File: src/rtl/sdram_ctrlmod.sv
// SDRAM request sequencer: one-time init, periodic auto-refresh and single-word
// bus accesses turned into one-hot calls for sdram_funcmod.
// Optional macro SDRAM_CTRL_POSTED_WR_EN: writes are acked on the accepting edge.
module sdram_ctrlmod #(
    parameter int unsigned              REFRESH_CNT_W    = 16,
    parameter logic [REFRESH_CNT_W-1:0] REFRESH_INTERVAL = 16'd1000
) (
    input  logic        clk,
    input  logic        rst_n,
    input  logic        req_i,
    input  logic        we_i,
    input  logic [3:0]  sel_i,
    input  logic [24:0] addr_i,
    input  logic [31:0] data_i,
    output logic [31:0] data_o,
    output logic        ack_o,
    output logic        ready_o,
    output logic [3:0]  call_o,
    input  logic        done_i,
    output logic [3:0]  f_sel_o,
    output logic [24:0] f_addr_o,
    output logic [31:0] f_data_o,
    input  logic [31:0] f_data_i
);

    localparam logic [3:0] CALL_WR   = 4'b1000;
    localparam logic [3:0] CALL_RD   = 4'b0100;
    localparam logic [3:0] CALL_REF  = 4'b0010;
    localparam logic [3:0] CALL_INIT = 4'b0001;
    localparam logic [REFRESH_CNT_W-1:0] WRAP_AT = REFRESH_INTERVAL - 1'b1;

    typedef enum logic [2:0] {
        INIT,
        IDLE,
        REFRESH,
        WRITE,
        READ,
        ACK,
        GAP
    } state_t;

    state_t                   state, state_nxt;
    logic [3:0]               call_nxt;
    logic                     ack_nxt;
    logic                     ready_nxt;
    logic [31:0]              data_nxt;
    logic [3:0]               f_sel_nxt;
    logic [24:0]              f_addr_nxt;
    logic [31:0]              f_data_nxt;
    logic [REFRESH_CNT_W-1:0] rcnt, rcnt_nxt;
    logic                     pending, pending_nxt;
    logic                     wrap;
    logic                     enter_ref;

    // Refresh interval counter: frozen until init completes, then free-running.
    always_comb begin
        wrap     = ready_o && (rcnt == WRAP_AT);
        rcnt_nxt = rcnt;
        if (ready_o) begin
            rcnt_nxt = wrap ? '0 : rcnt + 1'b1;
        end
    end

    always_comb begin
        state_nxt  = state;
        call_nxt   = call_o;
        ack_nxt    = 1'b0;
        ready_nxt  = ready_o;
        data_nxt   = data_o;
        f_sel_nxt  = f_sel_o;
        f_addr_nxt = f_addr_o;
        f_data_nxt = f_data_o;
        enter_ref  = 1'b0;

        case (state)
            INIT: begin
                call_nxt = CALL_INIT;
                if (done_i) begin
                    call_nxt  = 4'b0000;
                    ready_nxt = 1'b1;
                    state_nxt = GAP;
                end
            end
            IDLE: begin
                // Refresh is checked first so a busy bus cannot starve it.
                if (pending) begin
                    call_nxt  = CALL_REF;
                    enter_ref = 1'b1;
                    state_nxt = REFRESH;
                end else if (req_i && ready_o) begin
                    f_sel_nxt  = sel_i;
                    f_addr_nxt = addr_i;
                    f_data_nxt = data_i;
                    if (we_i) begin
                        call_nxt  = CALL_WR;
                        state_nxt = WRITE;
`ifdef SDRAM_CTRL_POSTED_WR_EN
                        ack_nxt   = 1'b1;
`endif
                    end else begin
                        call_nxt  = CALL_RD;
                        state_nxt = READ;
                    end
                end
            end
            REFRESH: begin
                if (done_i) begin
                    call_nxt  = 4'b0000;
                    state_nxt = GAP;
                end
            end
            WRITE: begin
                if (done_i) begin
                    call_nxt  = 4'b0000;
`ifdef SDRAM_CTRL_POSTED_WR_EN
                    state_nxt = GAP;
`else
                    ack_nxt   = 1'b1;
                    state_nxt = ACK;
`endif
                end
            end
            READ: begin
                if (done_i) begin
                    call_nxt  = 4'b0000;
                    data_nxt  = f_data_i;
                    ack_nxt   = 1'b1;
                    state_nxt = ACK;
                end
            end
            // ACK lets the master drop req_i before IDLE can sample it again.
            ACK: begin
                state_nxt = IDLE;
            end
            GAP: begin
                state_nxt = IDLE;
            end
            default: begin
                call_nxt  = 4'b0000;
                state_nxt = INIT;
            end
        endcase
    end

    // A wrap on the same edge that enters REFRESH keeps the flag set.
    always_comb begin
        pending_nxt = pending;
        if (enter_ref) begin
            pending_nxt = 1'b0;
        end
        if (wrap) begin
            pending_nxt = 1'b1;
        end
    end

    always_ff @(posedge clk) begin
        if (!rst_n) begin
            state    <= INIT;
            call_o   <= 4'b0000;
            ack_o    <= 1'b0;
            ready_o  <= 1'b0;
            data_o   <= '0;
            f_sel_o  <= '0;
            f_addr_o <= '0;
            f_data_o <= '0;
            rcnt     <= '0;
            pending  <= 1'b0;
        end else begin
            state    <= state_nxt;
            call_o   <= call_nxt;
            ack_o    <= ack_nxt;
            ready_o  <= ready_nxt;
            data_o   <= data_nxt;
            f_sel_o  <= f_sel_nxt;
            f_addr_o <= f_addr_nxt;
            f_data_o <= f_data_nxt;
            rcnt     <= rcnt_nxt;
            pending  <= pending_nxt;
        end
    end

endmodule

File: config.mk
export PLATFORM = sky130hd
export DESIGN_NAME = sdram_ctrlmod
export DESIGN_NICKNAME = d
export VERILOG_FILES = /design/src/rtl/sdram_ctrlmod.sv
export SDC_FILE = /design/constraint.sdc
export NUM_CORES = 1
export LEC_CHECK = 0
export BUFFER_PORTS_ARGS = -buffer_cell sky130_fd_sc_hd__buf_2
export CAP_MARGIN = 40
export CORE_ASPECT_RATIO = 1.75
export CORE_UTILIZATION = 36
export DETAILED_ROUTE_END_ITERATION = 6
export SLEW_MARGIN = 20
export SYNTH_ARGS = -nofsm -noshare
export SYNTH_HDL_FRONTEND = slang
export SYNTH_SLANG_ARGS = --single-unit
File: constraint.sdc
create_clock -name clk -period 1.8 [get_ports clk]
set_input_delay 0.18 -clock clk [delete_from_list [all_inputs] [get_ports clk]]
set_output_delay 0.18 -clock clk [all_outputs]
set_load 0.1 [all_outputs]
==> impl_metrics.yaml, run 1 <==
die:
  floorplan.die.width_um: 86.5
  floorplan.io_pins: 197
  die_area_um2: 13000
  dieHeight_um: 150
  start_util: 0.373
  floorplan.rows: 53
  floorplan.core_area_um2: 12100
synthesis:
  synth_area_um2: 4500
  synth_nets: 657
  async_reset_ff_frac: 0
  ys_seq_elements: 119
  synth_area_in_compound_gates: 0.139
  yosys-mux-area-fraction: 0.00668
  synthesis.yosys.warnings: 0
  yosys.area_share.adder: 0.00278
  synth-xor-area-share: 0.0273
  synth_top_family_by_area: "simple AND/OR/NAND/NOR gates"
  synth-simple-area-share: 0.249
  avgSynthCellArea_um2: 8.06
  synthesized_netlist_cell_count: 558
  library_cells_used_by_synthesis: 39
  number_of_enable_type_register_cells_in_the_synthesized_netlist: 0
  synth_top_flop_cell: "dfxtp_1"
  synth.yosys.seq_area_share: 0.530
clock_network:
  ctsRootBufferMaster: "clkbuf_16"
  cts_resized: 0
  cts_bufs_inserted: 17
  htreeDepth: 4
  clkSlewWorstSetupHoldPaths_ns: 0.06
  clock_latency_reported_for_the_late_side_of_the_worst_skew_pair_ns: 0.41
  cts_tree: "yes"
  cts_max_path_buffers: 2
  cts.sink_count: 119
global_routing:
  via_count_of_the_first_global_routing_pass: 4201
  gr-total-overflow: 0
  global_route_wire_length_before_repair_um: 19600
  number_of_antenna_violations_at_the_first_check_in_global_routing: 0
  grt_start_max_net_pins: 90
  grtUsageTotal: 0.195
placed_design:
  postPlaceCellArea_um2: 5650
  routabilityCongestion: 0.882
  placedCellCount: 892
  place.port_buffers: 196
  placed_wire_length_estimate_after_detailed_placement_um: 8790
worst_setup_path:
  worst-path-max-fanout: 61
  r2r_start: "state[0]"
  reg2reg_to: "f_data_o[17]"
  data_arrival_time_at_the_worst_slack_endpoint_ns: 2.01
  worstSetupPathType: "register to register"
  crit_required_ns: 2.14
  worst_setup_path_end_kind: "register"
  reg2regPathDepth: 5
  critPathLaunchType: "register"
  r2r_setup_slack_ns: 0.12
final_layout:
  layout.cell_area.non_filler_um2: 6600
  layout.cells.most_common: "nand2_1"
  final_cell_mix: "nand2_1 (199), buf_2 (196), dfxtp_1 (118)"
  diodes: 0
  syn_to_final_growth_pct: 46.7
  finish.cell_count_without_fillers: 958
  fin_nets: 879
  final_layout_size_suffix_gt1_frac: 0.328
timing:
  final.min_clock_period_ns: 1.68
  max_clock_freq_ghz: 0.596
  timing.slew.headroom: 0.648
  final.hold.worst_slack_ns: 0.0127
  transition_time_of_the_tightest_slew_check_pin_ns: 0.531
  setup-violations-final: 0
  final.setup_skew_ns: 0.00512
  finalHoldViolations: 0
  timing.final.crit_share: 0.931
  timing_max_transition_violations_final: 0
worst_hold_path:
  whs_endpoint: "f_addr_o[12]"
  hold_path.class: "input port to register"
  hold_path_depth: 3
  min-delay-start: "addr_i[12]"
detailed_routing:
  route.detailed.vias_per_inst: 4.71
  via_count: 4515
  post_drt_wl_per_cell_um: 13.4
  drcViolationCount: 0
  overall_routed_net_length_um: 12900
  first_iter_violations: 142
  route.antenna.remaining_nets: 0
  drt_pre_antenna_iters: 4
pwr:
  cellLeakagePower_nw: 2.80
  power.share.clock: 0.493
  vdd_ir_drop_max_mv: 0.643
  switching_power_as_a_share_of_total_power: 0.266
  combinationalPowerShare: 0.117
  pwr-share-seq: 0.390
  sw_power_mw: 1.87
  power_density_nw_per_um2: 1070
  post-layout-total-power_mw: 7.03
  internal-power_mw: 5.16
job:
  drv_cap: 0
run_status:
  status: "finished clean"
## how the worst max path moves through the flow
stage,start,end,slack [ns],cells past startpoint
after floorplan,ready_o,rcnt[14],0.11,5
after global placement,state[0],f_addr_o[11],0.20,5
after detailed placement,state[0],f_addr_o[6],0.13,5
after CTS,state[0],f_data_o[1],0.12,5
after global routing,state[0],f_addr_o[11],-0.04,5
final,state[0],f_data_o[17],0.12,5
## cell families after synthesis
family,count (synthesis)
AO/OA/AOI/OAI,117
XOR/XNOR,14
adder cells (fa/ha/maj),1
buffers and inverters,44
flip-flops,119
multiplexers,3
AND/OR/NAND/NOR,260
## sequential cells by signal, summed over array words and instances, names as in the netlist, 3 cells and up
register	count
call_o	4
data_o	32
f_addr_o	25
f_data_o	32
f_sel_o	4
rcnt	16
state	3
## cell type report
type	instances	area, um^2
Clock buffer	18	439
Clock inverter	14	173
Fill cell	1167	5470
Inverter	5	18.8
Multi-Input combinational cell	395	1920
Sequential cell	119	2380
Tap cell	165	206
Timing Repair Buffer	242	1450
## routing by layer
layer / GRT usage / share of wire / routed length (um) / up-vias
li1: - / - / - / 2283
met4: 0.102 / 0.027 / 341 / 0
met1: 0.210 / 0.41 / 5220 / 2050
met2: 0.338 / 0.51 / 6540 / 157
met5: 0 / 0 / 0 / -
met3: 0.0579 / 0.059 / 759 / 25
## per-stage QoR
stage	utilization	worst slack (ns)	TNS, ns
6_report	0.547	0.123	0
5_1_grt	0.547	-0.0374	-0.439
4_1_cts	0.544	0.117	0
3_5_place_dp	0.468	0.130	0
3_3_place_gp	0.468	0.204	0
2_1_floorplan	-	0.107	0
## what timing repair did
item / CTS / global route
setup endpoints to repair: 0 / 42
hold endpoints to repair: 30 / 1
buffers inserted: 0 / 3
hold buffers: 30 / 1
## synth_stat cells, types with 2 or more instances
library cell | count | area [um^2]
a21oi_1 | 99 | 495
a31oi_1 | 2 | 12.5
and3_1 | 3 | 18.8
buf_2 | 7 | 35.0
buf_4 | 6 | 45.0
clkbuf_1 | 25 | 93.8
dfxtp_1 | 119 | 2380
inv_1 | 4 | 15.0
mux2i_1 | 3 | 30.0
nand2_1 | 199 | 747
nand2b_1 | 2 | 12.5
nand3_1 | 11 | 55.1
nand3b_1 | 3 | 22.5
nand4_1 | 4 | 25.0
nor2_1 | 12 | 45.0
nor2_2 | 6 | 37.5
nor2b_1 | 2 | 12.5
nor3_1 | 4 | 20.0
nor4_1 | 7 | 43.8
o21a_1 | 2 | 15.0
o21ai_0 | 8 | 40.0
xnor2_1 | 10 | 87.6
xor2_1 | 4 | 35.0
## power by group through the flow
stage,Combinational [mW],Sequential (mW),Clock [mW]
after floorplan,0.207,3.13,0
after global placement,0.755,2.79,0
after detailed placement,0.762,2.80,0
after CTS,0.816,2.74,3.54
after global routing,0.870,2.74,3.68
final,0.821,2.74,3.47
## worst max-delay path, cell delays in order (launching register included)
cell and delay, ns:
dfxtp_1 0.50, nor4b_4 0.35, nor2b_4 0.23, buf_12 0.25
nand2_1 0.10, a21oi_1 0.13
(Power assumes the default switching activity.)
==> run 2: changes to the inputs <==
- HOLD_SLACK_MARGIN: default -> 0.05
- clock period: 1.8 -> 1.85 ns (I/O delays scaled with it)
==> impl_metrics.yaml, run 2 (synthesized netlist as in run 1, its figures left out) <==
run_status:
  status: "finished clean"
pwr:
  switching_power_as_a_share_of_total_power: 0.261
  combinationalPowerShare: 0.131
  power_density_nw_per_um2: 952
  internal-power_mw: 5.05
  cellLeakagePower_nw: 3.05
  power.share.clock: 0.477
  sw_power_mw: 1.78
  pwr-share-seq: 0.391
  vdd_ir_drop_max_mv: 0.642
timing:
  final.setup_skew_ns: 0.00921
  transition_time_of_the_tightest_slew_check_pin_ns: 0.522
  setup-violations-final: 0
  finalHoldViolations: 0
  timing_max_transition_violations_final: 0
  final.hold.worst_slack_ns: 0.0717
  max_clock_freq_ghz: 0.585
  final.min_clock_period_ns: 1.71
  timing.final.crit_share: 0.923
  timing.slew.headroom: 0.655
final_layout:
  fin_nets: 940
  syn_to_final_growth_pct: 59.5
  diodes: 0
  finish.cell_count_without_fillers: 1019
  post-route-util: 0.594
  layout.cells.most_common: "nand2_1"
  reg_top3: "data_o: 32 flops, f_data_o: 32 flops, f_addr_o: 25 flops"
  final_layout_size_suffix_gt1_frac: 0.304
  final_cell_mix: "nand2_1 (199), buf_2 (196), dfxtp_1 (117)"
die:
  floorplan.rows: 53
  floorplan.die.width_um: 86.5
  start_util: 0.373
  die_area_um2: 13000
  floorplan.io_pins: 197
  floorplan.core_area_um2: 12100
  dieHeight_um: 150
worst_setup_path:
  data_arrival_time_at_the_worst_slack_endpoint_ns: 2.04
  crit_chain: "nor4b_4, nor2b_4, buf_12, nand2_1, a21oi_1"
  worst-path-max-fanout: 61
  critical_path.slowest_cell: "dfxtp_1"
  crit_required_ns: 2.18
  worstSetupPathType: "register to register"
  timing.critical_path.slowest_cell_delay_ns: 0.44
  worst_setup_path_end_kind: "register"
  critPathLaunchType: "register"
placed_design:
  routabilityCongestion: 0.872
  placed_wire_length_estimate_after_detailed_placement_um: 8810
  placedCellCount: 893
  place.port_buffers: 196
detailed_routing:
  route.detailed.vias_per_inst: 4.78
  drt_pre_antenna_iters: 5
  drcViolationCount: 0
  route.antenna.remaining_nets: 0
  first_iter_violations: 191
  post_drt_wl_per_cell_um: 13.7
  overall_routed_net_length_um: 14000
  via_count: 4869
clock_network:
  htreeDepth: 4
  cts.sink_count: 119
  cts_tree: "yes"
  clock_latency_reported_for_the_late_side_of_the_worst_skew_pair_ns: 0.41
  clkSlewWorstSetupHoldPaths_ns: 0.06
  cts_max_path_buffers: 2
  cts_bufs_inserted: 17
  ctsRootBufferMaster: "clkbuf_16"
global_routing:
  grt_start_max_net_pins: 90
  number_of_antenna_violations_at_the_first_check_in_global_routing: 0
  via_count_of_the_first_global_routing_pass: 4521
  global_route_wire_length_before_repair_um: 20900
  gr-total-overflow: 0
  grtUsageTotal: 0.208
job:
  drv_cap: 0
worst_hold_path:
  hold_path.class: "input port to register"
[run 2: changes by cell type in the layout (fill, tap and decap cells not counted), sizes merged]
cell,change
clkinv,+3
inv,-2
dlygate4sd3,+60
clkinvlp,-2
clkbuf,+1
buf,+1
[run 2: final timing paths]
path         startpoint           end  slack, ns  cells past startpoint
max            state[1]  f_data_o[19]       0.14                      5
min                we_i     call_o[3]       0.07                      3
max reg2reg    state[1]  f_data_o[19]       0.14                      5
min reg2reg  data_o[12]    data_o[12]       0.45                      2
[run 2: area by class of cell]
cell class / count / area [um^2]
fillers: 1082 / 4900
flip-flops and latches: 119 / 2380
repair buffers: 303 / 2050
multi-input cells: 395 / 1920
clock buffers: 19 / 433
well taps: 165 / 206
clock inverters: 13 / 155
inverters: 5 / 18.8
[run 2: repair_timing]
item,4_1_cts,5_1_grt
hold endpoints to repair,91,0
buffers inserted,0,3
resized for setup,0,1
hold buffers,91,0
endpoints found under the setup margin,0,6
[run 2: routing by layer]
metal  vias to the layer above  track usage  share of wire
met2                       176        0.376           0.52
met5                         -            0              0
met1                      2256        0.224           0.40
met3                        28       0.0552          0.055
met4                         0       0.0908          0.022
li1                       2409            -              -
[run 2: power by group through the flow]
stage	Clock [mW]	Sequential (mW)	Combinational [mW]
finish	3.26	2.67	0.895
global route	3.44	2.68	0.947
CTS	3.33	2.67	0.885
detailed placement	0	2.72	0.733
global placement	0	2.72	0.726
floorplan	0	3.04	0.202
[run 2: critical path: cells and delay by family (launching register included)]
kind	cells	cell delay, ns
AOI/OAI and AO/OA	1	0.16
and+or+nand+nor	3	0.73
buffers and inverters	1	0.25
DFF	1	0.44
[run 2: stage by stage]
| step | area, um^2 | TNS (ns) | power, mW | worst slack, ns |
|---|---|---|---|---|
| floorplan | 4500 | 0 | 3.24 | 0.157 |
| CTS | 7150 | 0 | 6.88 | 0.112 |
| global route | 7170 | -0.00740 | 7.07 | -0.00740 |
| global placement | 5650 | 0 | 3.45 | 0.247 |
| finish | 7170 | 0 | 6.83 | 0.142 |
| detailed placement | 5650 | 0 | 3.46 | 0.139 |
==> run 3: changes to the inputs <==
- CORE_UTILIZATION: 36 -> 40
- PLACE_DENSITY: default -> 0.69
==> impl_metrics.yaml, run 3 (synthesized netlist as in run 1, its figures left out) <==
run_status:
  status: "finished clean"
pwr:
  power_density_nw_per_um2: 946
  pwr-share-seq: 0.393
  power.share.clock: 0.473
  vdd_ir_drop_max_mv: 0.781
  internal-power_mw: 5.02
  combinationalPowerShare: 0.134
  sw_power_mw: 1.75
  switching_power_as_a_share_of_total_power: 0.258
  cellLeakagePower_nw: 3.05
global_routing:
  gr-total-overflow: 0
  number_of_antenna_violations_at_the_first_check_in_global_routing: 0
  gr-usage-met1: 0.226
  grtUsageTotal: 0.236
  met3_usage: 0.0647
  via_count_of_the_first_global_routing_pass: 4738
  grt_start_max_net_pins: 62
  global_route.peak_usage_layer: "met2"
  global_route_wire_length_before_repair_um: 21200
  global_route.usage.met2: 0.434
timing:
  timing.slew.headroom: 0.648
  final_critical_path_setup_slack_ns: 0.251
  max_clock_freq_ghz: 0.625
  final.hold.worst_slack_ns: 0.0940
  finalHoldViolations: 0
  final.setup_skew_ns: 0.00547
  timing_max_transition_violations_final: 0
  rsz_0062_raised_after_global_routing: "false"
  fin_setup_tns_ns: 0
  final.min_clock_period_ns: 1.60
  setup-violations-final: 0
  transition_time_of_the_tightest_slew_check_pin_ns: 0.532
  timing.final.crit_share: 0.864
worst_setup_path:
  reg2regPathDepth: 4
  critical_path.slowest_cell: "dfxtp_1"
  r2r_start: "rcnt[5]"
  worstSetupPathType: "register to register"
  reg2reg_to: "rcnt[1]"
  crit_chain: "nand4_2, or2_4, nor3_1, o21ai_0"
  worst_setup_path_end_kind: "register"
  critPathLaunchType: "register"
  timing.critical_path.slowest_cell_delay_ns: 0.42
  cpLargestDelayFamily: "simple AND/OR/NAND/NOR gates"
  worst-path-max-fanout: 8
  r2r_setup_slack_ns: 0.25
  worstPathBufferInverterCount: 0
  data_arrival_time_at_the_worst_slack_endpoint_ns: 1.86
  crit_required_ns: 2.12
final_layout:
  final_cell_mix: "nand2_1 (199), buf_2 (196), dfxtp_1 (118)"
  fin_nets: 939
  register_area_um2: 2380
  fillCellCount: 832
  syn_to_final_growth_pct: 59.1
  layout.cells.most_common: "nand2_1"
  final_layout_size_suffix_gt1_frac: 0.302
  total_area_of_multi_input_combinational_cells_um2: 1920
  reg_top3: "data_o: 32 flops, f_data_o: 32 flops, f_addr_o: 25 flops"
detailed_routing:
  post_drt_wl_per_cell_um: 13.9
  drcViolationCount: 0
  first_iter_violations: 168
  route.antenna.remaining_nets: 0
  route.detailed.vias_per_inst: 4.98
  overall_routed_net_length_um: 13700
  via_count: 4897
  drt_pre_antenna_iters: 4
worst_hold_path:
  hold_path.class: "input port to register"
  min-delay-start: "we_i"
  hold_path_depth: 3
  whs_endpoint: "call_o[3]"
die:
  floorplan.io_pins: 197
  floorplan.core_area_um2: 10800
  dieHeight_um: 142
  floorplan.rows: 50
  floorplan.die.width_um: 82.2
  die_area_um2: 11700
  start_util: 0.415
placed_design:
  placed_wire_length_estimate_after_detailed_placement_um: 8470
  setup_slack_after_placement_ns: 0.252
  routabilityCongestion: 0.828
  place.port_buffers: 196
clock_network:
  cts_bufs_inserted: 17
  htreeDepth: 4
  ctsRootBufferMaster: "clkbuf_16"
  cts_max_path_buffers: 2
  clkSlewWorstSetupHoldPaths_ns: 0.05
  clock_latency_reported_for_the_late_side_of_the_worst_skew_pair_ns: 0.40
  cts_setup_buffers: 0
  cts.sink_count: 119
  cts_tree: "yes"
job:
  drv_cap: 0
[run 3: routing by layer]
metal | part of all wire | wire (um)
met1 | 0.36 | 4970
met2 | 0.55 | 7490
met3 | 0.054 | 733
met4 | 0.036 | 494
met5 | 0 | 0
[run 3: worst min-delay path, delay by kind of cell]
| kind | cells | cell delay, ns |
|---|---|---|
| buffers and inverters | 1 | 0.12 |
| and+or+nand+nor | 1 | 0.07 |
| muxes | 1 | 0.06 |
[run 3: worst max-delay path by stage]
stage                        from        to  slack, ns  depth (start not counted)
after floorplan           ready_o  rcnt[14]       0.16                          5
after global placement    rcnt[7]   rcnt[0]       0.35                          4
after detailed placement  rcnt[5]   rcnt[1]       0.25                          4
after CTS                 rcnt[5]   rcnt[1]       0.23                          4
after global routing      rcnt[0]  rcnt[14]       0.10                          5
final                     rcnt[5]   rcnt[1]       0.25                          4
[run 3: final cells by class]
type,instances,area share
clock buffers,20,0.0652
flip-flops and latches,119,0.333
diodes,1,0.000350
repair buffers,302,0.290
clock inverters,11,0.0175
well taps,130,0.0227
multi-input cells,395,0.269
inverters,5,0.00262
[run 3: power by group through the flow]
| stage | Combinational (mW) | Sequential (mW) | Clock [mW] |
|---|---|---|---|
| 3_3_place_gp | 0.734 | 2.71 | 0 |
| 6_report | 0.907 | 2.66 | 3.20 |
| 2_1_floorplan | 0.202 | 3.04 | 0 |
| 5_1_grt | 0.962 | 2.67 | 3.39 |
| 3_5_place_dp | 0.738 | 2.72 | 0 |
| 4_1_cts | 0.895 | 2.66 | 3.28 |
[run 3: per-stage QoR]
| stage | cell area, um^2 | cells | utilization | power, mW |
|---|---|---|---|---|
| after global placement | 5630 | 858 | 0.520 | 3.45 |
| final | 7150 | 983 | 0.661 | 6.77 |
| after floorplan | 4500 | 558 | - | 3.24 |
| after global routing | 7150 | 982 | 0.661 | 7.02 |
| after detailed placement | 5630 | 858 | 0.520 | 3.46 |
| after CTS | 7150 | 982 | 0.661 | 6.84 |
[run 3: what timing repair did]
action	4_1_cts	5_1_grt
hold endpoints to repair	93	0
hold buffers	93	0
gates resized for setup	0	0
